`src/rtl/shreg_seq.sv`:
```
// Command sequencer for an external WIDTH-bit universal shift register: runs load/shift/rotate
// commands one step per cycle. Optional abort port pair enabled by `define SHREG_SEQ_ABORT_EN.
module shreg_seq #(
  parameter int WIDTH = 8,
  parameter int CNT_W = 4
) (
  input  logic             clk,
  input  logic             nrst,
  input  logic             cmd_valid,
  output logic             cmd_ready,
  input  logic [2:0]       cmd_op,
  input  logic [CNT_W-1:0] cmd_cnt,
  input  logic             cmd_fill,
  input  logic [WIDTH-1:0] cmd_data,
  output logic             sr_l,
  output logic             sr_r,
  output logic             sr_i,
  output logic [WIDTH-1:0] sr_d,
  input  logic [WIDTH-1:0] sr_q,
  output logic             so,
  output logic             so_valid,
  output logic             done,
  output logic             err,
  output logic [WIDTH-1:0] result
`ifdef SHREG_SEQ_ABORT_EN
  ,
  input  logic             abort,
  output logic             aborted
`endif
);

  typedef enum logic [1:0] {
    IDLE = 2'd0,
    EXEC = 2'd1,
    DONE = 2'd2
  } state_e;

  typedef enum logic [2:0] {
    OP_ILL0 = 3'd0,
    OP_LOAD = 3'd1,
    OP_SHU  = 3'd2,
    OP_SHD  = 3'd3,
    OP_ROU  = 3'd4,
    OP_ROD  = 3'd5,
    OP_ASD  = 3'd6,
    OP_ILL7 = 3'd7
  } op_e;

  state_e           state_q, state_d;
  op_e              op_q, op_d, new_op;
  logic [CNT_W-1:0] step_q, step_d;
  logic             fill_q, fill_d;
  logic [WIDTH-1:0] data_q, data_d;
  logic [WIDTH-1:0] result_q, result_d;
  logic             aborted_q, aborted_d;
  logic             abort_now;
  logic             new_legal;

`ifdef SHREG_SEQ_ABORT_EN
  assign abort_now = abort;
  assign aborted   = (state_q == DONE) && aborted_q;
`else
  assign abort_now = 1'b0;
`endif

  assign new_op    = op_e'(cmd_op);
  assign new_legal = (new_op != OP_ILL0) && (new_op != OP_ILL7);
  assign result    = result_q;

  always_comb begin
    // NOTE: every output and next-state gets a default first, so no path can infer a latch.
    state_d   = state_q;
    op_d      = op_q;
    step_d    = step_q;
    fill_d    = fill_q;
    data_d    = data_q;
    result_d  = result_q;
    aborted_d = aborted_q;
    cmd_ready = 1'b0;
    sr_l      = 1'b0;
    sr_r      = 1'b0;
    sr_i      = 1'b0;
    sr_d      = '0;
    so        = 1'b0;
    so_valid  = 1'b0;
    done      = 1'b0;
    err       = 1'b0;

    case (state_q)
      IDLE: begin
        cmd_ready = 1'b1;
        if (cmd_valid) begin
          op_d      = new_op;
          step_d    = (new_op == OP_LOAD) ? CNT_W'(1) : cmd_cnt;
          fill_d    = cmd_fill;
          data_d    = cmd_data;
          aborted_d = 1'b0;
          if (new_legal && (new_op == OP_LOAD || cmd_cnt != '0)) state_d = EXEC;
          else                                                    state_d = DONE;
        end
      end

      EXEC: begin
        if (abort_now) begin
          // Hold this cycle; the register keeps its partially shifted value.
          aborted_d = 1'b1;
          state_d   = DONE;
        end else begin
          so_valid = (op_q != OP_LOAD);
          case (op_q)
            OP_LOAD: begin sr_l = 1'b1; sr_r = 1'b1; sr_d = data_q; end
            OP_SHU:  begin sr_r = 1'b1; sr_i = fill_q;       so = sr_q[WIDTH-1]; end
            OP_SHD:  begin sr_l = 1'b1; sr_i = fill_q;       so = sr_q[0];       end
            OP_ROU:  begin sr_r = 1'b1; sr_i = sr_q[WIDTH-1]; so = sr_q[WIDTH-1]; end
            OP_ROD:  begin sr_l = 1'b1; sr_i = sr_q[0];       so = sr_q[0];       end
            OP_ASD:  begin sr_l = 1'b1; sr_i = sr_q[WIDTH-1]; so = sr_q[0];       end
            default: so_valid = 1'b0;
          endcase
          step_d = step_q - 1'b1;
          if (step_q <= CNT_W'(1)) state_d = DONE;
        end
      end

      DONE: begin
        done     = 1'b1;
        err      = (op_q == OP_ILL0) || (op_q == OP_ILL7);
        result_d = sr_q;
        state_d  = IDLE;
      end

      default: state_d = IDLE;
    endcase
  end

  always_ff @(posedge clk or negedge nrst) begin
    if (!nrst) begin
      state_q   <= IDLE;
      op_q      <= OP_ILL0;
      step_q    <= '0;
      fill_q    <= 1'b0;
      data_q    <= '0;
      result_q  <= '0;
      aborted_q <= 1'b0;
    end else begin
      // NOTE: state registers use non-blocking assignments so all of them update from pre-edge values.
      state_q   <= state_d;
      op_q      <= op_d;
      step_q    <= step_d;
      fill_q    <= fill_d;
      data_q    <= data_d;
      result_q  <= result_d;
      aborted_q <= aborted_d;
    end
  end

endmodule
```
`config.mk`:
```
export PLATFORM = sky130hd
export DESIGN_NAME = shreg_seq
export DESIGN_NICKNAME = d
export VERILOG_FILES = /design/src/rtl/shreg_seq.sv
export SDC_FILE = /design/constraint.sdc
export NUM_CORES = 1
export LEC_CHECK = 0
export ABC_AREA = 1
export CAP_MARGIN = 20
export CELL_PAD_IN_SITES_DETAIL_PLACEMENT = 0
export CELL_PAD_IN_SITES_GLOBAL_PLACEMENT = 1
export CORE_UTILIZATION = 31
export DETAILED_ROUTE_END_ITERATION = 10
export GPL_ROUTABILITY_DRIVEN = 0
export PLACE_DENSITY_LB_ADDON = 0.1
export SLEW_MARGIN = 5
export SYNTH_ARGS = -nofsm -noshare
export SYNTH_HDL_FRONTEND = slang
export SYNTH_SLANG_ARGS = --single-unit
```
`constraint.sdc`:
```
create_clock -name clk -period 1.42 [get_ports clk]
set_clock_uncertainty 0.1 [all_clocks]
set_input_delay 0.284 -clock clk [delete_from_list [all_inputs] [get_ports clk]]
set_output_delay 0.284 -clock clk [all_outputs]
set_load 0.02 [all_outputs]
```
==> metrics, run 1 <==
routed vias about 1600; drt initial violations between 50 and 60; WP data required 1.04 ns; final net count approximately 300; final hold violations 0; depth of the most critical reg-to-reg path 10; count of final max-slew check failures 0; Core Footprint 0.00435 mm^2; Clock power frac 0.082; Synth top area share 0.463; CP Capture Type output port; sequential fraction of the synthesis area 0.463; IR drop worst, VDD ~880 uV; std cell rows 24; run status finished with violations; DR pass1 iterations 6; Syn Nets 218; Async S/R FF share, synth 1.00; switching part of the total 0.452; Seq pwr share 0.276; cell internal pwr between 2 and 3 mW; total power 5.15 mW; RSZ-0062 raised after global routing true; crit path launch type flip-flop; fin crit period about 1.7 ns; Die Footprint between 0.004 and 0.005 mm^2; synthesized area about 0.0014 mm^2; setup TNS -6.72 ns; # fillers 400; starting density of the core 0.322; layout cells sized above 1 0.436; vias in the first global route between 1500 and 2000; max cap viols 0; arrival time worst endpoint between 1 and 1.5 ns; die height 69.3 um; Post-DP Area ~0.0022 mm^2; top-count cell post-synth nand2_1; failing checks setup timing; Die Wd 69.3 um; largest net degree at the start of global routing 27; R2R Setup Slk -0.20 ns; H-tree depth 1; post-route ant nets 0; clock root buffer clkbuf_8; I/O Pins between 50 and 60; final setup fails 34; Synth Register Bits 26; reg2reg start state_q[1]; initial antenna violation count 0; Tcrit/Tclk final 1.23; synthesis-to-finish area growth 79.0%; Post-route DRC 0; combinational power share 0.642; P_leak about 1.2 nW; Yosys cell types 21; global-route usage over all layers 0.168; first-pass GRT wire length approximately 6600 um; top post-synthesis cells by area dfrtp_1 46%, nand2_1 24%, nor2_1 4.0%, nand3_1 3.9%, o21ai_0 3.2%; FF-to-FF End data_q[0]; total gr overflow 0; Critical Path Fanout Max 5; total CTS buffers 3; worst setup margin -0.322 ns; Clock Sinks 26; dominant synthesized flop cell dfrtp_1; Routed WL 3970 um; worst hold-check path type primary input to asynchronous set/reset pin; Clock Pin Slew Worst Setup and Hold Paths 0.09 ns; Post-synth EDFFs 0; top post-synthesis cells by count 90 x nand2_1, 26 x dfrtp_1, 15 x nor2_1; post-synthesis area per instance 7.43 um^2; Crit Path Category flip-flop to output port; hpwl dp 2900 um; Worst-Margin Slew approximately 0.41 ns; # diodes 0; drt wl/cell between 10 and 15 um; Yosys Warn Count 0; area leader, netlist dfrtp_1; TritonCTS clock tree yes; Power per Cell Area 2050 mW/mm^2; Max-slew headroom 0.722; vias per inst 4.79; hold buffers post-CTS 0; switching power 2.33 mW; PortBufs 50; fin area 0.00251 mm^2; FMAX about 570 MHz; cell count after synthesis around 190; Clock Latency Late Sink ~0.27 ns; Max clock buf depth 2
[cells by family after synthesis]
logic type	Yosys count	synth area share
AOI/OAI and AO/OA	16	0.0597
adders and majority gates	2	0.0178
buffers and inverters	19	0.0731
DFF	26	0.463
and+or+nand+nor	126	0.386
[routing by layer]
metal	GRT usage	vias up	wire length, um
met2	0.288	51	2030
met4	0.0635	0	82
li1	-	761	-
met1	0.204	731	1640
met5	0	-	0
met3	0.0407	13	219
[critical path, stage by stage, from the launching register on]
cell and delay [ns]:
dfrtp_1 0.42, buf_6 0.15, nor2_1 0.14, inv_1 0.09
nand2_2 0.08, a21oi_2 0.05, buf_4 0.15
[sequential cells by signal (all words and copies together) (netlist names)]
name and cells:
fill_q 1, op_q 3, result 8, step_q 4
data_q 8, state_q 2
[power groups by stage]
| stage | Clock (mW) | Sequential [mW] | Combinational, mW |
|---|---|---|---|
| 4_1_cts | 0.433 | 1.41 | 3.14 |
| 3_5_place_dp | 0 | 1.35 | 2.75 |
| 5_1_grt | 0.473 | 1.47 | 3.59 |
| 6_report | 0.421 | 1.42 | 3.31 |
| 3_3_place_gp | 0 | 1.34 | 2.71 |
| 2_1_floorplan | 0 | 1.47 | 1.36 |
[how the worst max path moves through the flow]
stage / slack [ns] / startpoint / depth (start not counted) / to
after floorplan: -0.05 / state_q[0] / 5 / sr_d[0]
after global placement: -0.64 / sr_q[7] / 4 / sr_i
after detailed placement: -0.64 / sr_q[7] / 4 / sr_i
after CTS: -0.34 / op_q[1] / 7 / so
after global routing: -0.39 / op_q[1] / 7 / sr_l
final: -0.32 / op_q[1] / 6 / sr_l
[layout by cell type, fill, tap and decap left out, types with 4 or more instances in the layout]
master,synthesis,layout
nand2_1,90,64
clkdlybuf4s50_1,0,26
buf_4,2,26
dfrtp_1,26,25
buf_6,1,22
nand2_2,1,21
inv_2,4,8
nor2_4,3,8
dlygate4sd2_1,0,8
nand2_4,1,7
nand3_2,2,7
nor2_1,15,6
inv_1,11,5
o21ai_0,9,5
nand3_1,11,5
nor2_2,0,4
[per-stage QoR]
step / util / cells / setup slack, ns / hold WS (ns)
finish: 0.577 / 325 / -0.322 / 0.254
global route: 0.577 / 325 / -0.390 / 0.264
CTS: 0.560 / 325 / -0.340 / 0.262
detailed placement: 0.504 / 316 / -0.641 / 0.358
global placement: 0.504 / 316 / -0.637 / 0.355
floorplan: - / 189 / -0.0532 / -0.112
[final cells by class]
class	count	area, um^2	area share
Sequential cell	26	652	0.259
Multi-Input combinational cell	144	856	0.341
Clock buffer	3	41.3	0.0164
Inverter	15	65.1	0.0259
Tap cell	52	65.1	0.0259
Timing Repair Buffer	85	833	0.332
[repair_timing]
action	in CTS	in global routing
setup buffers	6	1
pin swaps	16	11
cloned	0	0
gates resized for setup	154	25
endpoints found under the hold margin	0	0
endpoints found under the setup margin	42	34
(Power assumes the default switching activity.)
==> inputs of run 2 (changes only) <==
- ABC_AREA: 1 -> 0
- CORE_UTILIZATION: 31 -> 32
- TNS_END_PERCENT: unset -> 30
==> run 2 against run 1 <==
Net effect: the flow still finishes with violations (setup timing); largest cell class unchanged; combinational power shrank 18%; critical path type unchanged; die area shrank 3.6%; core utilization shrank 1.2 points.
==> metrics, run 2 <==
Multi-input gate area 762 um^2 (-11%); Die Wd 68.0 um (-1.8%); top-count cell post-synth nand2_1; Post-synth EDFFs 0 (unchanged); top post-synthesis cells by area dfrtp_1 47%, nand2_1 11%, mux2_2 6.5%, and2_1 4.5%, o21ai_0 2.5%; cell internal pwr 2.88 mW (+2.1%); DR pass1 iterations 3 (-3); die height 68.0 um (-1.8%); Synth top area share 0.466 (+0.00291); Max clock buf depth 2 (unchanged); layout cells sized above 1 0.394 (-0.0421); RSZ-0062 raised after global routing true; Post-route DRC 0 (unchanged); Seq pwr share 0.291 (+0.015); final hold violations 0 (unchanged); # diodes 0 (unchanged); std cell rows 23 (-4.2%); Yosys Warn Count 0 (unchanged); Max-slew headroom 0.780 (+0.0576); final setup fails 29 (-15%); PortBufs 50 (unchanged); IR drop worst, VDD 732 uV (-17%); Syn Nets 179 (-18%); sequential fraction of the synthesis area 0.466 (+0.00291); CP Capture Type output port; post-route ant nets 0 (unchanged); simple-gate portion of the synthesized area 0.291 (-0.0953); worst hold-check path type primary input to asynchronous set/reset pin; starting density of the core 0.341 (+0.0190); synthesis-to-finish area growth 65.4%; cell count after synthesis 150 (-21%); Power per Cell Area 2030 mW/mm^2 (-1.0%); hold slack 0.253 ns (-0.000928 ns); Clock Sinks 26 (unchanged); Inst Count DP 271 (-14%); dominant synthesized flop cell dfrtp_1; largest net degree at the start of global routing 27 (unchanged); WP data required 1.04 ns (about the same); Core Footprint 0.00409 mm^2 (-6.1%); crit-path cells and2_4, or3_4, a21oi_4, buf_6; largest family of logic cells by synthesized area simple AND/OR/NAND/NOR gates; TritonCTS clock tree yes; adder and majority gate portion of the synthesized area 0.0179 (+0.000112); Clock Latency Late Sink 0.26 ns (about the same); post-synthesis area per instance 9.30 um^2 (+25%); I/O Pins 51 (unchanged); Crit-path slowest cell dfrtp_1; arrival time worst endpoint 1.48 ns (+0.12 ns); count of final max-slew check failures 0 (unchanged); switching power 1.80 mW (-23%); Compound-Gate Fraction of Synth Area 0.0825 (+0.0228); commonest non-fill, non-tap cells in the layout 36 x nand2_1, 31 x buf_4, 25 x dfrtp_1, 25 x clkdlybuf4s50_1, 13 x buf_6; vias per inst 4.58 (-4.4%); first-pass GRT wire length 5660 um (-14%); hold buffers post-CTS 0 (unchanged); final cell count without fillers 276 (-15%); combinational power share 0.578 (-0.064); worst setup margin -0.448 ns (-0.126 ns); delay-heaviest family, CP simple AND/OR/NAND/NOR gates; P_leak 1.09 nW (-11%); hpwl dp 2590 um (-10%); drt initial violations 40 (-23%); Async S/R FF share, synth 1.00 (unchanged); total gr overflow 0 (unchanged); failing checks setup timing; reg2reg start state_q[1]; depth of the most critical reg-to-reg path 6 (-4); total CTS buffers 3 (unchanged); Worst-Margin Slew 0.330 ns (-0.0821 ns); XOR/XNOR Fraction of Synth Area 0.0188 (+0.0188); run status finished with violations; CP Buf/Inv Count 1 (-2); top post-synthesis cells by count 41 x nand2_1, 26 x dfrtp_1, 10 x and2_1; clock root buffer clkbuf_8; commonest non-fill, non-tap cell in the layout nand2_1; initial antenna violation count 0 (unchanged); H-tree depth 1 (unchanged); switching part of the total 0.384 (-0.0677); Tcrit/Tclk final 1.32 (+0.0888); Critical Path Fanout Max 4 (-1); crit path launch type flip-flop; R2R Setup Slk -0.09 ns (+0.11 ns); area leader, netlist dfrtp_1; mux contribution to synthesized area 0.0717 (+0.0717); drt wl/cell 12.5 um (+2.5%); vias in the first global route 1268 (-18%); global-route usage over all layers 0.165 (-0.00363); Clock Pin Slew Worst Setup and Hold Paths 0.09 ns (about the same); fin crit period 1.87 ns (+0.126 ns); slowest stage delay, CP 0.44 ns (+0.02 ns); Worst path depth 4 (-2); Util after Layout 0.565 (-0.0124); FMAX 535 MHz (-6.7%); max cap viols 0 (unchanged); FF-to-FF End step_q[2]; synthesized area 0.00140 mm^2 (-0.62%); Crit Path Category flip-flop to output port; area occupied by registers 652 um^2 (unchanged); Die Footprint 0.00463 mm^2 (-3.6%); Yosys cell types 35 (+67%); # fillers 370 (-7.5%); final net count 256 (-16%); Clock power frac 0.131 (+0.049); Synth Register Bits 26 (unchanged); routed vias 1263 (-19%); Routed WL 3460 um (-13%)
run 2: area by class of cell:
| type | instances | area share |
|---|---|---|
| multi-input cells | 113 | 0.330 |
| clock buffers | 3 | 0.0179 |
| inverters | 3 | 0.00488 |
| well taps | 50 | 0.0271 |
| repair buffers | 80 | 0.324 |
| flip-flops and latches | 26 | 0.283 |
| clock inverters | 1 | 0.0130 |
run 2: power groups by stage:
stage	sequential, mW	combinational (mW)	clock [mW]
2_1_floorplan	1.46	1.44	0
3_3_place_gp	1.32	2.60	0
3_5_place_dp	1.34	2.64	0
4_1_cts	1.34	2.64	0.633
5_1_grt	1.41	2.96	0.661
6_report	1.36	2.71	0.613
run 2: kinds of logic (layout without fill, tap and decap cells):
| kind of cell | Yosys count | after routing |
|---|---|---|
| buffers and inverters | 11 | 87 |
| XOR/XNOR | 3 | 3 |
| AO/OA/AOI/OAI | 18 | 18 |
| flip-flops | 26 | 26 |
| multiplexers | 9 | 9 |
| adder cells (fa/ha/maj) | 2 | 2 |
| AND/OR/NAND/NOR | 81 | 81 |
run 2: worst max path at each step:
stage / from / endpoint / slack (ns)
finish: op_q[1] / so / -0.45
global placement: sr_q[7] / so / -1.05
floorplan: op_q[1] / so / -0.14
CTS: op_q[0] / so / -0.45
global route: op_q[1] / so / -0.50
detailed placement: sr_q[7] / so / -1.06
run 2: per-stage QoR:
| step | instance area (um^2) | power (mW) | worst slack, ns | setup TNS [ns] |
|---|---|---|---|---|
| 6_report | 2310 | 4.68 | -0.448 | -6.12 |
| 5_1_grt | 2310 | 5.03 | -0.502 | -7.88 |
| 4_1_cts | 2270 | 4.62 | -0.453 | -6.12 |
| 3_5_place_dp | 2160 | 3.98 | -1.06 | -13.83 |
| 3_3_place_gp | 2160 | 3.92 | -1.05 | -14.09 |
| 2_1_floorplan | 1430 | 2.90 | -0.145 | -0.952 |
run 2: layer usage:
metal	global-route usage	up-vias	share of wire
met5	0	-	0
met4	0.0391	0	0.0058
met3	0.0233	2	0.034
met2	0.289	23	0.50
met1	0.211	588	0.46
li1	-	650	-
run 2: what timing repair did:
| action | 4_1_cts | 5_1_grt |
|---|---|---|
| gates resized for setup | 115 | 14 |
| pin swaps | 4 | 6 |
| setup endpoints to repair | 41 | 40 |
| setup buffers | 1 | 0 |
